==> config.mk <==
export PLATFORM = sky130hd
export DESIGN_NAME = shift_add_multiplier
export DESIGN_NICKNAME = d
export VERILOG_FILES = /design/src/rtl/mul_pkg.sv /design/src/rtl/mul_step.sv /design/src/rtl/shift_add_multiplier.sv
export SDC_FILE = /design/constraint.sdc
export NUM_CORES = 1
export LEC_CHECK = 0
export ABC_AREA = 1
export CORE_AREA = 3 3 70 72
export DETAILED_ROUTE_END_ITERATION = 16
export DIE_AREA = 0 0 73 75
export HOLD_SLACK_MARGIN = 0.15
export PLACE_DENSITY_LB_ADDON = 0.1
export SLEW_MARGIN = 20
export SYNTH_ARGS = -nofsm -noshare
export SYNTH_HDL_FRONTEND = slang
export SYNTH_SLANG_ARGS = --single-unit
==> constraint.sdc <==
create_clock -name clk -period 4.3 [get_ports clk]
set_input_delay 1.075 -clock clk [delete_from_list [all_inputs] [get_ports clk]]
set_output_delay 1.075 -clock clk [all_outputs]
set_load 0.005 [all_outputs]
==> src/rtl/mul_pkg.sv <==
// Shared types and helpers for the sequential shift-and-add multiplier.
package mul_pkg;

  typedef enum logic [1:0] {
    IDLE,
    CALC,
    DONE
  } state_e;

  // Counter wide enough to hold 0..n-1, never narrower than one bit.
  function automatic int cntWidth(input int n);
    return (n > 2) ? $clog2(n) : 1;
  endfunction

endpackage

==> src/rtl/mul_step.sv <==
// One add-and-shift iteration of the multiplier accumulator (purely combinational).
module mul_step #(
  parameter int N = 8
) (
  input  logic [2*N-1:0] p_i,
  input  logic           carry_i,
  input  logic [N-1:0]   a_i,
  output logic [2*N-1:0] p_o,
  output logic           carry_o
);

  logic [N:0] sum;

  // The add result is N+1 bits wide; shifting the whole {carry, P} right keeps the product exact.
  always_comb begin
    sum            = {carry_i, p_i[2*N-1:N]} + (p_i[0] ? {1'b0, a_i} : '0);
    {carry_o, p_o} = {1'b0, sum, p_i[N-1:1]};
  end

endmodule

==> src/rtl/shift_add_multiplier.sv <==
// Sequential unsigned multiplier, one multiplier bit per clock, start/busy/done handshake.
// Define MUL_ADD_EN to add the data_C port and compute A*B + C instead of A*B.
module shift_add_multiplier
  import mul_pkg::*;
#(
  parameter int N = 8
) (
  input  logic           clk,
  input  logic           rst,
  input  logic           in_en,
  input  logic [N-1:0]   data_A,
  input  logic [N-1:0]   data_B,
`ifdef MUL_ADD_EN
  input  logic [N-1:0]   data_C,
`endif
  output logic           busy,
  output logic           done,
  output logic [2*N-1:0] data_P
);

  localparam int CNT_W = cntWidth(N);

  state_e           state_q;
  logic [N-1:0]     aReg_q;
  logic [2*N-1:0]   acc_q;
  logic [2*N-1:0]   acc_d;
  logic             carry_q;
  logic             carry_d;
  logic [CNT_W-1:0] cnt_q;
  logic             busy_q;
  logic             done_q;
  logic [2*N-1:0]   prod_q;
  logic [N-1:0]     upperInit;

`ifdef MUL_ADD_EN
  assign upperInit = data_C;
`else
  assign upperInit = '0;
`endif

  mul_step #(.N(N)) u_step (
    .p_i     (acc_q),
    .carry_i (carry_q),
    .a_i     (aReg_q),
    .p_o     (acc_d),
    .carry_o (carry_d)
  );

  // Operands are captured only on the accept edge; in_en is ignored outside IDLE.
  always_ff @(posedge clk or posedge rst) begin
    if (rst) begin
      state_q <= IDLE;
      aReg_q  <= '0;
      acc_q   <= '0;
      carry_q <= 1'b0;
      cnt_q   <= '0;
      busy_q  <= 1'b0;
      done_q  <= 1'b0;
      prod_q  <= '0;
    end else begin
      case (state_q)
        IDLE: begin
          if (in_en) begin
            aReg_q  <= data_A;
            acc_q   <= {upperInit, data_B};
            carry_q <= 1'b0;
            cnt_q   <= '0;
            busy_q  <= 1'b1;
            state_q <= CALC;
          end
        end
        CALC: begin
          acc_q   <= acc_d;
          carry_q <= carry_d;
          cnt_q   <= cnt_q + 1'b1;
          if (cnt_q == CNT_W'(N - 1)) begin
            prod_q  <= acc_d;
            done_q  <= 1'b1;
            state_q <= DONE;
          end
        end
        DONE: begin
          done_q  <= 1'b0;
          busy_q  <= 1'b0;
          state_q <= IDLE;
        end
        default: begin
          done_q  <= 1'b0;
          busy_q  <= 1'b0;
          state_q <= IDLE;
        end
      endcase
    end
  end

  assign busy   = busy_q;
  assign done   = done_q;
  assign data_P = prod_q;

endmodule

# After elaboration in Yosys (flattened, before gate mapping)
# Index checks and enable logic that the tools add are counted.
[op_classes]
n_eq_ne = 4
n_addsub = 2
n_reduce_logical = 8
magnitude_cmp = 0
div = 0
bitwise = 2
multipliers = 0
muxes = 14
n_shift = 0
[ops]
columns = ["cell", "n"]
rows = [
  ["$pmux W16 S2", 1],
  ["$mux W16", 1],
  ["$reduce_and A2 Y1", 6],
  ["$add A9 B9 Y9", 1],
  ["$mux W8", 1],
  ["$pmux W1 S2", 3],
  ["$pmux W3 S2", 1],
  ["$mux W2", 2],
  ["$ne A2 B2 Y1 const B", 2],
  ["$pmux W2 S2", 1],
  ["$add A3 B1 Y3 const B", 1],
  ["$eq A3 B3 Y1 const B", 1],
  ["$mux W1", 3],
  ["$mux W3", 1],
  ["$eq A2 B1 Y1 const B", 1],
  ["$logic_not A2 Y1", 1],
  ["$not A1 Y1", 2],
  ["$reduce_bool A2 Y1", 1],
]
[totals]
n_memories = 0
rom_bits = 0
latch_bits = 0
output_inout_bits = 18
ramBits = 0
register_bits = 48

# Longest topological paths before layout
[depth]
word_depth = 3
mapped_depth = 13
depth_no_buf = 12

# Cells and area by module
# From an unflattened synthesis, not the netlist that was laid out.
[unflattened]
cells_unflattened = 322
area_unflattened_um2 = 2596.2
[modules_own_cells]
columns = ["mod", "n_inst", "area_each_um2", "cells_each"]
rows = [
  ["shift_add_multiplier", 1, 2079.5, 226],
  ["mul_step", 1, 516.7, 96],
]

# Worst setup path after synthesis
# Ideal clock, no wire load.
[synth_path]
kind = "register to register"
from = "register acc_q[0]"
to = "register prod_q[15], in the netlist data_P[15]"
arrival_time_ps = 1673
path_slack_ps = 2510
stages_incl_launch_ff = 14
required_time_ps = 4184
n_path_buf = 1
path_cell_list = "dfrtp_1 -> clkbuf_1 -> nand2_1 -> inv_1 -> ha_1 -> fa_1 -> nand2_1 -> nand2_1 -> nand3_1 -> nand2_1 -> nand2_1 -> nand2_1 -> nand2_1 -> nand2_1"
[synth_via]
elab_chain_cells = 2
[synth_rtl]
columns = ["element", "line_no", "source"]
rows = [
  ["start, declared", "shift_add_multiplier.sv:25", "logic [2*N-1:0] acc_q;"],
  ["start signal, assigned", "shift_add_multiplier.sv:65", "acc_q <= {upperInit, data_B};"],
  ["$mux W8", "mul_step.sv:16", "sum = {carry_i, p_i[2*N-1:N]} + (p_i[0] ? {1'b0, a_i} : '0);"],
  ["$add A9 B9 Y9", "mul_step.sv:16", ""],
  ["end signal, assigned", "shift_add_multiplier.sv:59", "prod_q <= '0;"],
  ["end signal, assigned", "shift_add_multiplier.sv:77", "prod_q <= acc_d;"],
  ["end, declared", "shift_add_multiplier.sv:32", "logic [2*N-1:0] prod_q;"],
]
# No other way between the ends.
# A chain may end at the register's enable or synchronous reset.

# Final worst setup path
[layout_path]
from = "register done_q, in the netlist done"
to = "output done"
[layout_lines]
columns = ["element", "line_no", "source"]
rows = [
  ["start, declared", "shift_add_multiplier.sv:31", "logic done_q;"],
  ["start signal, assigned", "shift_add_multiplier.sv:58", "done_q <= 1'b0;"],
  ["start signal, assigned", "shift_add_multiplier.sv:78", "done_q <= 1'b1;"],
  ["start signal, assigned", "shift_add_multiplier.sv:83", "done_q <= 1'b0;"],
  ["end, declared", "shift_add_multiplier.sv:17", "output logic done,"],
]
# No word-level cell between the ends.

==> impl_metrics.csv <==
group,metric,value,unit
cells_and_area,fin_util,65.17,%
timing,fmax,446.1,MHz
global_routing,grt_pass1_vias,1668,
worst_setup_path,rr_endpoint,"data_P[15]$_DFFE_PP0P_",
drt,routedWlPerCell,13.20,µm
timing,clock_skew,0.005340,ns
worst_setup_path,cp_cell_sequence,"clkdlybuf4s50_1",
synthesis,syn_area,0.002364,mm²
floorplanning,initial_core_util,54.28,%
timing,finalMaxSlewViolations,0,
timing,finalCritPeriodShare,52.14,%
worst_setup_path,start_kind,"flip-flop",
drt,routed_wl,4.476,mm
worst_setup_path,cp_slowest_stage_delay,0.51,ns
clock_tree,cts_buffers,5,
floorplanning,rows,24,
synthesis,synth_edf_count,0,
worst_setup_path,critPathSlowestCell,"clkdlybuf4s50_1",
floorplanning,die_w,73,µm
floorplanning,die-area,0.005475,mm²
placed_design,gp_congestion,0.7895,
cells_and_area,multi_input_area,0.001007,mm²
placed_design,place_ws,1.850,ns
global_routing,grt_usage,19.00,%
pwr,power_per_cell_area,784.3,mW/mm²
global_routing,use_met1,27.01,%
clock_tree,clockBufferDepth,2,
worst_setup_path,cp_top_family,"buffers and inverters",
synthesis,avgSynthCellArea,9.416,µm²
timing,slew_headroom,35.11,%
synthesis,synth.distinct_cells,31,
synthesis,synth_nets,281,
status,status,"finished clean",
global_routing,antenna_found_initial,0,
worst_setup_path,timing.reg2reg.worst_path_depth,12,
clock_tree,clkTransAtPathRegs,0.09,ns
job,max-cap-violations,0,
timing,hold_ws,0.4799,ns
timing,worst_slew_pin_slew,0.9720,ns
placed_design,port_buffers,36,
global_routing,use_met3,4.806,%
synthesis,async_reset_ff_share,100.0,%
worst_setup_path,cp-end-kind,"output pin",
worst_setup_path,worstPathMaxFanout,2,
clock_tree,htreeDepth,2,
placed_design,hpwlAfterDp,3.173,mm
synthesis,synth_top_family_by_area,"simple AND/OR/NAND/NOR gates",
floorplanning,die_h,75,µm
synthesis,synth-simple-area-share,20.06,%
synthesis,synth-compound-area-share,10.96,%
min_path,holdPathStages,2,
synthesis,synth_mux_area_share,5.082,%
drt,via_count,1725,
drt,postRouteAntennaNets,0,
worst_setup_path,r2r_slack,2.36,ns
cells_and_area,fill_cells,386,
timing,setup_violations,0,
synthesis,synth_xor_area_share,0.3706,%
clock_tree,post_cts_buffers,0,
cells_and_area,drive_gt1_share,12.54,%
timing,grt_setup_unrepaired,"no",
synthesis,synth_ff_type,"dfrtp_1",
worst_setup_path,critPathArrivalTime,1.17,ns
floorplanning,num_io_pins,37,
worst_setup_path,cp_data_required_time,3.22,ns
cells_and_area,postLayoutCellArea,0.002838,mm²
clock_tree,cts_tree,"done",
cells_and_area,nets,317,
drt,viasPerCell,5.088,
global_routing,grt_pass1_wl,7.907,mm
clock_tree,cts_resized,0,
pwr,vdd_ir_drop_max,0.4284,mV
placed_design,place_area,0.002731,mm²
drt,drtPass1Iterations,4,
global_routing,overflow,0,
synthesis,syn_inst,251,
clock_tree,root_buffer,"clkbuf_8",
pwr,p_leak,1.480,nW
floorplanning,coreArea,0.004354,mm²
worst_setup_path,cp_num_buf_inv,1,
drt,initialDrtViolationCount,157,
cells_and_area,seq_area,0.001176,mm²
cells_and_area,area_delta_synth_final,20.06,%
global_routing,met2_usage,28.60,%
timing,setup_ws,2.058,ns
clock_tree,cts_num_sinks,47,
timing,hold_viol_final,0,
worst_setup_path,r2r_start,"acc_q[0]$_DFFE_PP0P_",
drt,drc,0,
global_routing,grt_max_degree,48,
synthesis,seq_area_frac_synth,49.76,%
min_path,hp-class,"flip-flop to flip-flop",
synthesis,yosysWarnings,0,
min_path,hp-start,"data_P[15]$_DFFE_PP0P_",
cells_and_area,antenna_cells,0,
timing,fin_crit,2.242,ns
synthesis,ys_seq_elements,47,
worst_setup_path,path_class,"flip-flop to output pin",
synthesis,synth_fa_ha_area_share,6.141,%
clock_tree,hold_buffers,0,
global_routing,grt-busiest-layer,"met2",
clock_tree,insertion_delay,0.30,ns
timing,setup-tns-final,0,ns
min_path,holdPathEnd,"data_P[15]$_DFFE_PP0P_",
==> worst register-to-register path, delay by kind of cell (launching register included) <==
| family | cells | cell delay, ns |
|---|---|---|
| flops | 1 | 0.49 |
| buf+inv | 1 | 0.04 |
| fa+ha+maj | 2 | 0.62 |
| simple gates | 9 | 0.67 |
==> worst max path at each step <==
stage	start	cells past startpoint	slack [ns]	to
final	done$_DFFE_PP0P_	1	2.06	done
after global routing	done$_DFFE_PP0P_	1	1.98	done
after CTS	done$_DFFE_PP0P_	1	2.04	done
after detailed placement	in_en	5	1.85	acc_q[2]$_DFFE_PP0P_
after global placement	in_en	5	1.90	acc_q[2]$_DFFE_PP0P_
after floorplan	rst	1	2.11	aReg_q[0]$_DFFE_PP0P_
==> flip-flops by register name (all words and copies together), names as in the netlist <==
register,count
aReg_q,8
acc_q,16
busy,1
cnt_q,3
data_P,16
done,1
state_q,2
==> metrics by stage <==
stage / total power, mW / cells
floorplan: 1.579 / 251
global placement: 1.871 / 332
detailed placement: 1.916 / 332
CTS: 2.246 / 339
global route: 2.439 / 339
finish: 2.226 / 339
==> cell type report <==
type	instances	area share [%]
clock buffers	5	2.425
clock inverters	2	1.323
inverters	32	4.321
multi-input cells	165	35.49
flip-flops and latches	47	41.45
well taps	52	2.293
repair buffers	36	12.70
==> cells by family after synthesis <==
| logic type | after synthesis |
|---|---|
| DFF | 47 |
| AOI/OAI and AO/OA | 38 |
| muxes | 8 |
| and+or+nand+nor | 107 |
| xor gates and xnor gates | 1 |
| buffers and inverters | 39 |
| adders and majority gates | 11 |
==> power by group <==
group / leakage (nW) / internal [mW] / switching, mW / total [mW]
Combinational: 0.859 / 0.524 / 0.593 / 1.12
Sequential: 0.571 / 0.659 / 0.131 / 0.790
Clock: 0.0502 / 0.170 / 0.149 / 0.319
Total: 1.48 / 1.35 / 0.873 / 2.23
==> Yosys cell counts, types with 2 or more instances <==
cell / n / share of area (%)
o21ai_1: 9 / 1.9
ha_1: 10 / 5.3
o21ai_2: 9 / 3.3
nor2_1: 9 / 1.4
o22ai_1: 5 / 1.3
mux2_4: 8 / 5.1
nand2_1: 74 / 12
or2_1: 2 / 0.53
buf_4: 2 / 0.64
nand3b_1: 2 / 0.64
buf_6: 3 / 1.4
inv_2: 4 / 0.64
a21oi_1: 4 / 0.85
dfrtp_1: 47 / 50
inv_1: 26 / 4.1
o21ai_0: 6 / 1.3
a22o_1: 2 / 0.74
nand3_1: 16 / 3.4
==> layout by cell type (no fill, tap or decap), types with 2 or more instances in the layout <==
cell and n:
o21ai_1 9, o21ai_2 9, inv_2 5, or2_1 2, dfrtp_1 47, mux2_4 8, ha_1 10, nand2_1 74
clkdlybuf4s50_1 36, a21oi_1 4, inv_1 25, nor2_1 9, nand3b_1 2, clkbuf_8 5, o22ai_1 5, a22o_1 2
nand3_1 16, o21ai_0 6
==> layer usage <==
layer  up-vias  share of wire, %
met5         -                 0
met1       801                50
met3         4               4.2
li1        883                 -
met2        37                45
met4         0              0.92
No activity file was read; power rests on OpenSTA's default activity.
